**src/rtl/shift_pipe_stage.sv**
```systemverilog
// -----------------------------------------------------------------------------
// shift_pipe_stage
//
// Two-stage pipelined shift unit. Stage 1 registers the operand, opcode and
// shift amount. Stage 2 registers the shifted result together with a zero
// flag. Valid/ready handshakes on both sides; one word per cycle when the
// consumer does not stall.
//
// Parameters:
//   WIDTH  data width of operand and result words
//   AMT_W  width of the shift-amount field (amounts 0 .. 2**AMT_W-1)
//
// Ports:
//   clk        rising-edge clock
//   rst        asynchronous, active-high reset
//   in_valid   upstream word present
//   in_ready   stage can accept a word this cycle
//   in_data    operand
//   in_op      00 logical left, 01 logical right, 10 arithmetic left,
//              11 arithmetic right
//   in_amt     shift amount
//   out_valid  result present
//   out_ready  consumer accepts this cycle
//   out_data   shifted result
//   out_zero   out_data == 0, registered alongside out_data
//
// Optional feature (macro SHIFT_PIPE_STATS_EN):
//   stat_count [15:0]  words delivered (out_valid && out_ready), wraps
//   stat_stall [15:0]  cycles with out_valid && !out_ready, saturates
//
// Handshake: a word moves across an interface on a rising clk edge where
// valid && ready are both high on that interface. A producer holds its word
// stable until it is taken; in_ready never looks at in_valid.
// -----------------------------------------------------------------------------
module shift_pipe_stage #(
    parameter int WIDTH = 9,
    parameter int AMT_W = 4
) (
    input  logic             clk,
    input  logic             rst,
    input  logic             in_valid,
    output logic             in_ready,
    input  logic [WIDTH-1:0] in_data,
    input  logic [1:0]       in_op,
    input  logic [AMT_W-1:0] in_amt,
    output logic             out_valid,
    input  logic             out_ready,
    output logic [WIDTH-1:0] out_data,
    output logic             out_zero
`ifdef SHIFT_PIPE_STATS_EN
    ,
    output logic [15:0]      stat_count,
    output logic [15:0]      stat_stall
`endif
);

    typedef enum logic [1:0] {
        OP_SLL = 2'b00,
        OP_SRL = 2'b01,
        OP_SLA = 2'b10,
        OP_SRA = 2'b11
    } shift_op_e;

    // Stage 1 registers
    logic             s1_valid;
    logic [WIDTH-1:0] s1_data;
    shift_op_e        s1_op;
    logic [AMT_W-1:0] s1_amt;

    // Stage 2 may load when it is empty or its word leaves this cycle.
    logic s2_can_load;
    assign s2_can_load = !out_valid || out_ready;

    // Held low during reset so nothing is taken while the pipe is cleared.
    assign in_ready = !rst && (!s1_valid || s2_can_load);

    // -------------------------------------------------------------------------
    // Shift datapath, operating on the stage 1 word
    // -------------------------------------------------------------------------
    logic                    amt_big;
    logic [WIDTH-1:0]        sign_fill;
    logic signed [WIDTH-1:0] sra_val;
    logic [WIDTH-1:0]        shift_result;
    logic                    shift_zero;

    // Kept as a standalone signed expression: inside a ternary with an
    // unsigned operand the >>> would silently degrade to a logical shift.
    assign sra_val = $signed(s1_data) >>> s1_amt;

    always_comb begin
        amt_big      = (32'(s1_amt) >= 32'(WIDTH));
        sign_fill    = {WIDTH{s1_data[WIDTH-1]}};
        shift_result = s1_data;
        case (s1_op)
            OP_SLL, OP_SLA: begin
                if (amt_big) shift_result = '0;
                else         shift_result = s1_data << s1_amt;
            end
            OP_SRL: begin
                if (amt_big) shift_result = '0;
                else         shift_result = s1_data >> s1_amt;
            end
            OP_SRA: begin
                if (amt_big) shift_result = sign_fill;
                else         shift_result = sra_val;
            end
            default: shift_result = s1_data;
        endcase
        shift_zero = (shift_result == '0);
    end

    // -------------------------------------------------------------------------
    // Stage 1: capture operand when the stage accepts
    // -------------------------------------------------------------------------
    always_ff @(posedge clk or posedge rst) begin
        if (rst) begin
            s1_valid <= 1'b0;
            s1_data  <= '0;
            s1_op    <= OP_SLL;
            s1_amt   <= '0;
        end else if (in_ready) begin
            // Either empty or draining into stage 2 this edge.
            s1_valid <= in_valid;
            if (in_valid) begin
                s1_data <= in_data;
                s1_op   <= shift_op_e'(in_op);
                s1_amt  <= in_amt;
            end
        end
    end

    // -------------------------------------------------------------------------
    // Stage 2: registered result; holds while the consumer stalls
    // -------------------------------------------------------------------------
    always_ff @(posedge clk or posedge rst) begin
        if (rst) begin
            out_valid <= 1'b0;
            out_data  <= '0;
            out_zero  <= 1'b0;
        end else if (s2_can_load) begin
            out_valid <= s1_valid;
            if (s1_valid) begin
                out_data <= shift_result;
                out_zero <= shift_zero;
            end
        end
    end

`ifdef SHIFT_PIPE_STATS_EN
    // -------------------------------------------------------------------------
    // Statistics counters
    // -------------------------------------------------------------------------
    always_ff @(posedge clk or posedge rst) begin
        if (rst) begin
            stat_count <= '0;
            stat_stall <= '0;
        end else begin
            if (out_valid && out_ready) begin
                stat_count <= stat_count + 16'd1;   // wraps naturally
            end
            if (out_valid && !out_ready && (stat_stall != 16'hFFFF)) begin
                stat_stall <= stat_stall + 16'd1;
            end
        end
    end
`endif

endmodule

```
**config.mk**
```make
export PLATFORM = sky130hd
export DESIGN_NAME = shift_pipe_stage
export DESIGN_NICKNAME = d
export VERILOG_FILES = /design/src/rtl/shift_pipe_stage.sv
export SDC_FILE = /design/constraint.sdc
export NUM_CORES = 1
export LEC_CHECK = 0
export CORE_MARGIN = 2
export CORE_UTILIZATION = 45
export CTS_CLUSTER_DIAMETER = 120
export CTS_CLUSTER_SIZE = 24
export DETAILED_ROUTE_END_ITERATION = 10
export PLACE_DENSITY_LB_ADDON = 0.3
export SYNTH_ARGS = -nofsm -noshare
export SYNTH_HDL_FRONTEND = slang
export SYNTH_SLANG_ARGS = --single-unit
export TNS_END_PERCENT = 5
```
**constraint.sdc**
```tcl
create_clock -name clk -period 2.3 [get_ports clk]
set_input_delay 0.46 -clock clk [delete_from_list [all_inputs] [get_ports clk]]
set_output_delay 0.46 -clock clk [all_outputs]
set_load 0.02 [all_outputs]
```
==> results of run 1 <==
## cell usage in the layout (no fill, tap or decap), drive strengths merged, types with 2 or more instances in the layout
| cell type | Yosys | routed |
|---|---|---|
| clkdlybuf4s50 | 0 | 29 |
| mux2 | 29 | 29 |
| dfrtp | 27 | 27 |
| nand2 | 24 | 24 |
| nor2 | 12 | 12 |
| o21ai | 10 | 10 |
| buf | 14 | 10 |
| mux2i | 9 | 9 |
| nand3 | 8 | 8 |
| a21oi | 7 | 7 |
| nor3 | 7 | 7 |
| a22oi | 5 | 5 |
| o22ai | 4 | 4 |
| clkbuf | 2 | 4 |
| a211oi | 4 | 4 |
| nand2b | 3 | 3 |
| nand3b | 3 | 3 |
| inv | 3 | 3 |
| mux4 | 3 | 3 |
| nor2b | 2 | 2 |
| o211ai | 2 | 2 |
| o31ai | 2 | 2 |
## metal layers
metal,global-route usage (%),routed length [um],vias up
li1,-,-,772
met1,27.2,1820,753
met2,28.2,1850,47
met3,2.76,180,11
met4,9.80,153,0
met5,0,0,-
## final cells by class
cell class	instances	area share (%)
sequential	27	29.4
timing repair buffer	40	17.0
tap	50	2.72
clock buffer	4	1.96
inverter	3	0.490
multi-input combinational	147	48.4
## cell families (layout without fill, tap and decap cells)
group | after synthesis | in the layout | share of synthesized area (%)
and+or+nand+nor | 66 | 66 | 16.5
buffers and inverters | 19 | 47 | 6.19
DFF | 27 | 27 | 35.6
AOI/OAI and AO/OA | 40 | 40 | 15.0
muxes | 41 | 41 | 26.7
## sequential cells by signal (all words and copies together) (netlist names)
signal	cells
s1_amt	4
out_valid	1
s1_data	9
s1_op	2
out_zero	1
s1_valid	1
out_data	9
## synth_stat cells, types with 2 or more instances
master	number	area share, %
inv_1	3	0.59
a21oi_1	6	1.6
a211oi_2	2	1.3
a211oi_1	2	0.79
o22ai_1	4	1.3
nor3_1	7	1.8
buf_1	2	0.40
mux2_4	5	4.0
nor2_1	12	2.4
clkbuf_1	2	0.40
mux2_2	23	14
buf_2	7	1.8
nand3_1	8	2.1
mux4_2	2	2.4
a22oi_1	4	1.6
nand2_1	24	4.7
buf_6	3	1.8
o211ai_1	2	0.79
o21ai_0	9	2.4
nand3b_1	3	1.2
nor2b_1	2	0.66
nand2b_1	3	0.99
mux2i_1	9	4.7
dfrtp_1	27	36
## worst paths after layout
| check | slack [ns] | from | to | cells after the start |
|---|---|---|---|---|
| worst max register to register | 0.13 | s1_amt[1] | out_zero | 7 |
| max in group asynchronous | 1.46 | rst | s1_amt[0] | 3 |
| min in group asynchronous | 0.59 | rst | s1_op[0] | 3 |
| worst min register to register | 0.48 | out_data[3] | out_data[3] | 2 |
| worst max-delay path | 0.13 | s1_amt[1] | out_zero | 7 |
| worst min-delay path | 0.48 | out_data[3] | out_data[3] | 2 |
## stage by stage
step	total power (W)	util (%)	hold WS, ns
2_1_floorplan	0.00152	-	0.513
3_3_place_gp	0.00184	55.7	0.465
3_5_place_dp	0.00186	55.7	0.471
4_1_cts	0.00213	56.8	0.492
5_1_grt	0.00228	57.0	0.523
6_report	0.00211	57.0	0.481
## tightest hold or removal path: stages, from the launching register on
cell and delay (ns):
dfrtp_1 0.35, nand2_1 0.04, o21ai_0 0.05
## power by group
part | switching [W] | total [W] | internal (W) | leakage (nW)
clock network | 0.000145 | 0.000269 | 0.000124 | 0.0228
logic | 0.000500 | 0.00106 | 0.000556 | 0.590
registers | 0.000177 | 0.000787 | 0.000610 | 0.329
## repair_timing
item                                    4_1_cts  5_1_grt
gates resized for setup                       0        2
endpoints found under the setup margin        0        2
hold buffers                                  0        0
==> qor.yml, run 1 <==
yosysUniqueCellTypes: 46
viasPerCell: 5.84
portBuffers: 30
cts_setup_buffers: 0
core_area_um2: 4030
wl_per_cell_um: 14.8
skew_ns: 0.00134
ir_worst_vdd_uv: 332
antenna_found_initial: 0
slew_headroom_pct: 59.5
syn_nets: 212
fp-row-count: 23
dp.cells: 267
synth-async-reset-ratio_pct: 100
ys_seq_area_share_pct: 35.6
critPathLaunchType: "flop"
syn_inst: 193
die_w_um: 69.0
postPlaceCellArea_um2: 2240
clk_pin_slew_ns: 0.09
die-height_um: 69.0
cts_root_buf: "clkbuf_8"
setup_viol: 0
grt_max_degree: 28
crit_slowest_cell: "dfrtp_1"
rsz0062_at_grt: "false"
n_fill_cell: 392
diodes: 0
first_iter_violations: 83
worst-path-max-fanout: 13
areaGrowthSynthToFinish_pct: 20.9
finalWirelength_um: 4000
outcome: "finished clean"
path_cells: "buf_4 > mux2_2 > mux2i_1 > o22ai_1 > a211oi_2 > nand2_1 > o31ai_2"
grt_usage_pct: 19.1
final_area_um2: 2300
fmax_ghz: 0.461
arrival_ns: 2.36
min_period_ns: 2.17
grt_pass1_wl_um: 6690
nets: 241
insertion_delay_ns: 0.27
dpl.hpwl_um: 3090
synth_edf_count: 0
finalHoldViolations: 0
regArea_um2: 676
worstMarginPinSlew_ns: 0.607
cts_buffer_depth: 2
min_path_type: "flop to flop"
p_leak_nw: 0.942
ys.warnings.count: 0
path_class: "flop to flop"
syn_area_um2: 1900
fin_crit_sh_pct: 94.2
preCtsSetupSlack_ns: 0.0292
antenna_left: 0
cts_num_sinks: 27
drcViolationCount: 0
powerDensity_nw_per_um2: 920
dieArea_um2: 4760
first_global_vias: 1379
htree_levels: 1
ys.flop_type: "dfrtp_1"
cp.required_ns: 2.49
gr-total-overflow: 0
multi_input_area_um2: 1110
report.final.slew_viol_count: 0
cap_viol_max_count: 0
end_kind: "flop"
finalWeightedCongestion: 0.834
tritoncts: "yes"
final_cells: 271
drive_gt1_share_pct: 22.6
cts_inserted_buffers: 3
via_count: 1583
num_io_pins: 31
tns_ns: 0
start_util_pct: 47.1
cp_top_family: "flip-flops"
cpPeakStageDelay_ns: 0.69
setup_ws_ns: 0.133
avgSynthCellArea_um2: 9.84
ys_seq_elements: 27
path_buf_inv: 1
drt_pass1_iterations: 4
(Power assumes the default switching activity.)
==> run 2, diff against run 1 <==
--- a/config.mk
+++ b/config.mk
@@ -8,9 +8,9 @@
 export CORE_MARGIN = 2
 export CORE_UTILIZATION = 45
 export CTS_CLUSTER_DIAMETER = 120
-export CTS_CLUSTER_SIZE = 24
 export DETAILED_ROUTE_END_ITERATION = 10
 export PLACE_DENSITY_LB_ADDON = 0.3
+export REMOVE_ABC_BUFFERS = 1
 export SYNTH_ARGS = -nofsm -noshare
 export SYNTH_HDL_FRONTEND = slang
 export SYNTH_SLANG_ARGS = --single-unit
==> run 2 against run 1 <==
Net effect: core utilization fell by 0.12 points; count of clock-buffer cells in the layout down 1; non-clock buffer count is 1 higher; die area stayed put; routed wire length fell by 0.80%; maximum frequency grew 7.4%; critical path type unchanged; largest power group unchanged; highest routed layer unchanged.
==> qor.yml, run 2 (synthesis results as in run 1) <==
first_global_vias: 1392  # +0.94%
cts_root_buf: "clkbuf_8"
finalWirelength_um: 3970  # -0.80%
core_area_um2: 4030  # unchanged
cpPeakStageDelay_ns: 0.54  # -0.15 ns
report.final.slew_viol_count: 0  # unchanged
rsz0062_at_grt: "false"
fp-row-count: 23  # unchanged
powerDensity_nw_per_um2: 927  # +0.82%
fin_crit_sh_pct: 87.7  # -6.5 points
drcViolationCount: 0  # unchanged
cts_inserted_buffers: 3  # unchanged
areaGrowthSynthToFinish_pct: 20.6
first_iter_violations: 87  # +4.8%
end_kind: "flop"
diodes: 0  # unchanged
dpl.hpwl_um: 3000  # -3.1%
cp.required_ns: 2.49  # about the same
wl_per_cell_um: 14.6  # -1.2%
postPlaceCellArea_um2: 2240  # -0.22%
crit_slowest_cell: "mux4_2"
arrival_ns: 2.20  # -0.16 ns
die_w_um: 69.0  # unchanged
path_class: "flop to flop"
cts_buffer_depth: 2  # unchanged
tns_ns: 0  # unchanged
skew_ns: 0.00448  # +0.00314 ns
met1_usage_pct: 27.9  # +0.70 points
viasPerCell: 5.75  # -1.5%
antenna_found_initial: 0  # unchanged
preCtsSetupSlack_ns: 0.0557  # +0.0264 ns
grt_max_degree: 28  # unchanged
slew_headroom_pct: 60.7  # +1.2 points
ir_worst_vdd_uv: 406  # +22%
cap_viol_max_count: 0  # unchanged
use_met3_pct: 1.95  # -0.81 points
portBuffers: 30  # unchanged
gr-total-overflow: 0  # unchanged
cts_num_sinks: 27  # unchanged
start_util_pct: 47.1  # unchanged
finalHoldViolations: 0  # unchanged
layout_commonest_cell: "clkdlybuf4s50_1"
setup_viol: 0  # unchanged
via_count: 1565  # -1.1%
use_met2_pct: 29.7  # +1.4 points
worst-path-max-fanout: 15  # +2
insertion_delay_ns: 0.27  # about the same
nets: 242  # +0.41%
min_path_type: "flop to flop"
antenna_left: 0  # unchanged
dieArea_um2: 4760  # unchanged
grt_usage_pct: 19.2  # +0.077 points
worstMarginPinSlew_ns: 0.589  # -0.0179 ns
outcome: "finished clean"
top_regs: "out_data: 9 flops, s1_data: 9 flops, s1_amt: 4 flops"
num_io_pins: 31  # unchanged
final_area_um2: 2290  # -0.22%
postCtsHoldBufs: 0  # unchanged
final_cell_mix: "29 x clkdlybuf4s50_1, 26 x dfrtp_1, 24 x nand2_1, 23 x mux2_2, 12 x nor2_1"
cp_top_family: "multiplexers"
top_usage_layer: "met2"
fmax_ghz: 0.496  # +7.4%
min_period_ns: 2.02  # -0.149 ns
path_buf_inv: 1  # unchanged
htree_levels: 1  # unchanged
drt_pass1_iterations: 4  # unchanged
finalWeightedCongestion: 0.835  # +0.11%
drive_gt1_share_pct: 23.4  # +0.80 points
path_cells: "buf_4 > mux4_2 > mux2i_1 > nor3_1 > a21oi_1 > nand4_1 > o31ai_2"
critPathLaunchType: "flop"
die-height_um: 69.0  # unchanged
grt_pass1_wl_um: 6870  # +2.7%
post-route-util_pct: 56.9  # -0.12 points
tritoncts: "yes"
setup_ws_ns: 0.282  # +0.149 ns
p_leak_nw: 0.938  # -0.42%
clk_pin_slew_ns: 0.10  # about the same
run 2: per-stage QoR:
step	total power (W)	std cells	hold slack [ns]
6_report	0.00212	272	0.483
5_1_grt	0.00229	272	0.525
4_1_cts	0.00214	272	0.493
3_5_place_dp	0.00186	268	0.470
3_3_place_gp	0.00184	268	0.462
2_1_floorplan	0.00145	177	0.513
run 2: layout make-up:
cell class / instances / area, um^2
Timing Repair Buffer: 41 / 385
Clock buffer: 3 / 41.3
Fill cell: 372 / 1740
Sequential cell: 27 / 677
Inverter: 3 / 11.3
Tap cell: 50 / 62.6
Clock inverter: 1 / 7.51
Multi-Input combinational cell: 147 / 1110
run 2: repair_timing:
action	in CTS	in global routing
gates resized for setup	0	2
buffers inserted	0	0
setup endpoints to repair	0	2
endpoints found under the hold margin	0	0
run 2: worst paths after layout:
check                       startpoint     endpoint  slack [ns]  cells past startpoint
setup / recovery             s1_amt[0]     out_zero        0.28                      7
hold / removal             out_data[8]  out_data[8]        0.48                      2
setup reg to reg             s1_amt[0]     out_zero        0.28                      7
hold reg to reg            out_data[8]  out_data[8]        0.48                      2
max in group asynchronous          rst    s1_amt[1]        1.42                      3
min in group asynchronous          rst  out_data[6]        0.60                      3
run 2: worst reg2reg max path, delay by kind of cell, from the launching register on:
family	cells	cell delay, ns
AOI/OAI and AO/OA	2	0.39
buffers and inverters	1	0.23
DFF	1	0.41
muxes	2	0.70
and+or+nand+nor	2	0.21
run 2: power breakdown:
group	leakage [nW]	internal (W)	switching, W
sequential	0.328	0.000610	0.000168
clock	0.0217	0.000123	0.000150
combinational	0.588	0.000556	0.000517
run 2: per-layer routing:
metal	routed length, um	vias to the layer above
met1	1880	740
met5	0	-
met4	80	0
met3	153	8
met2	1850	44
li1	-	773
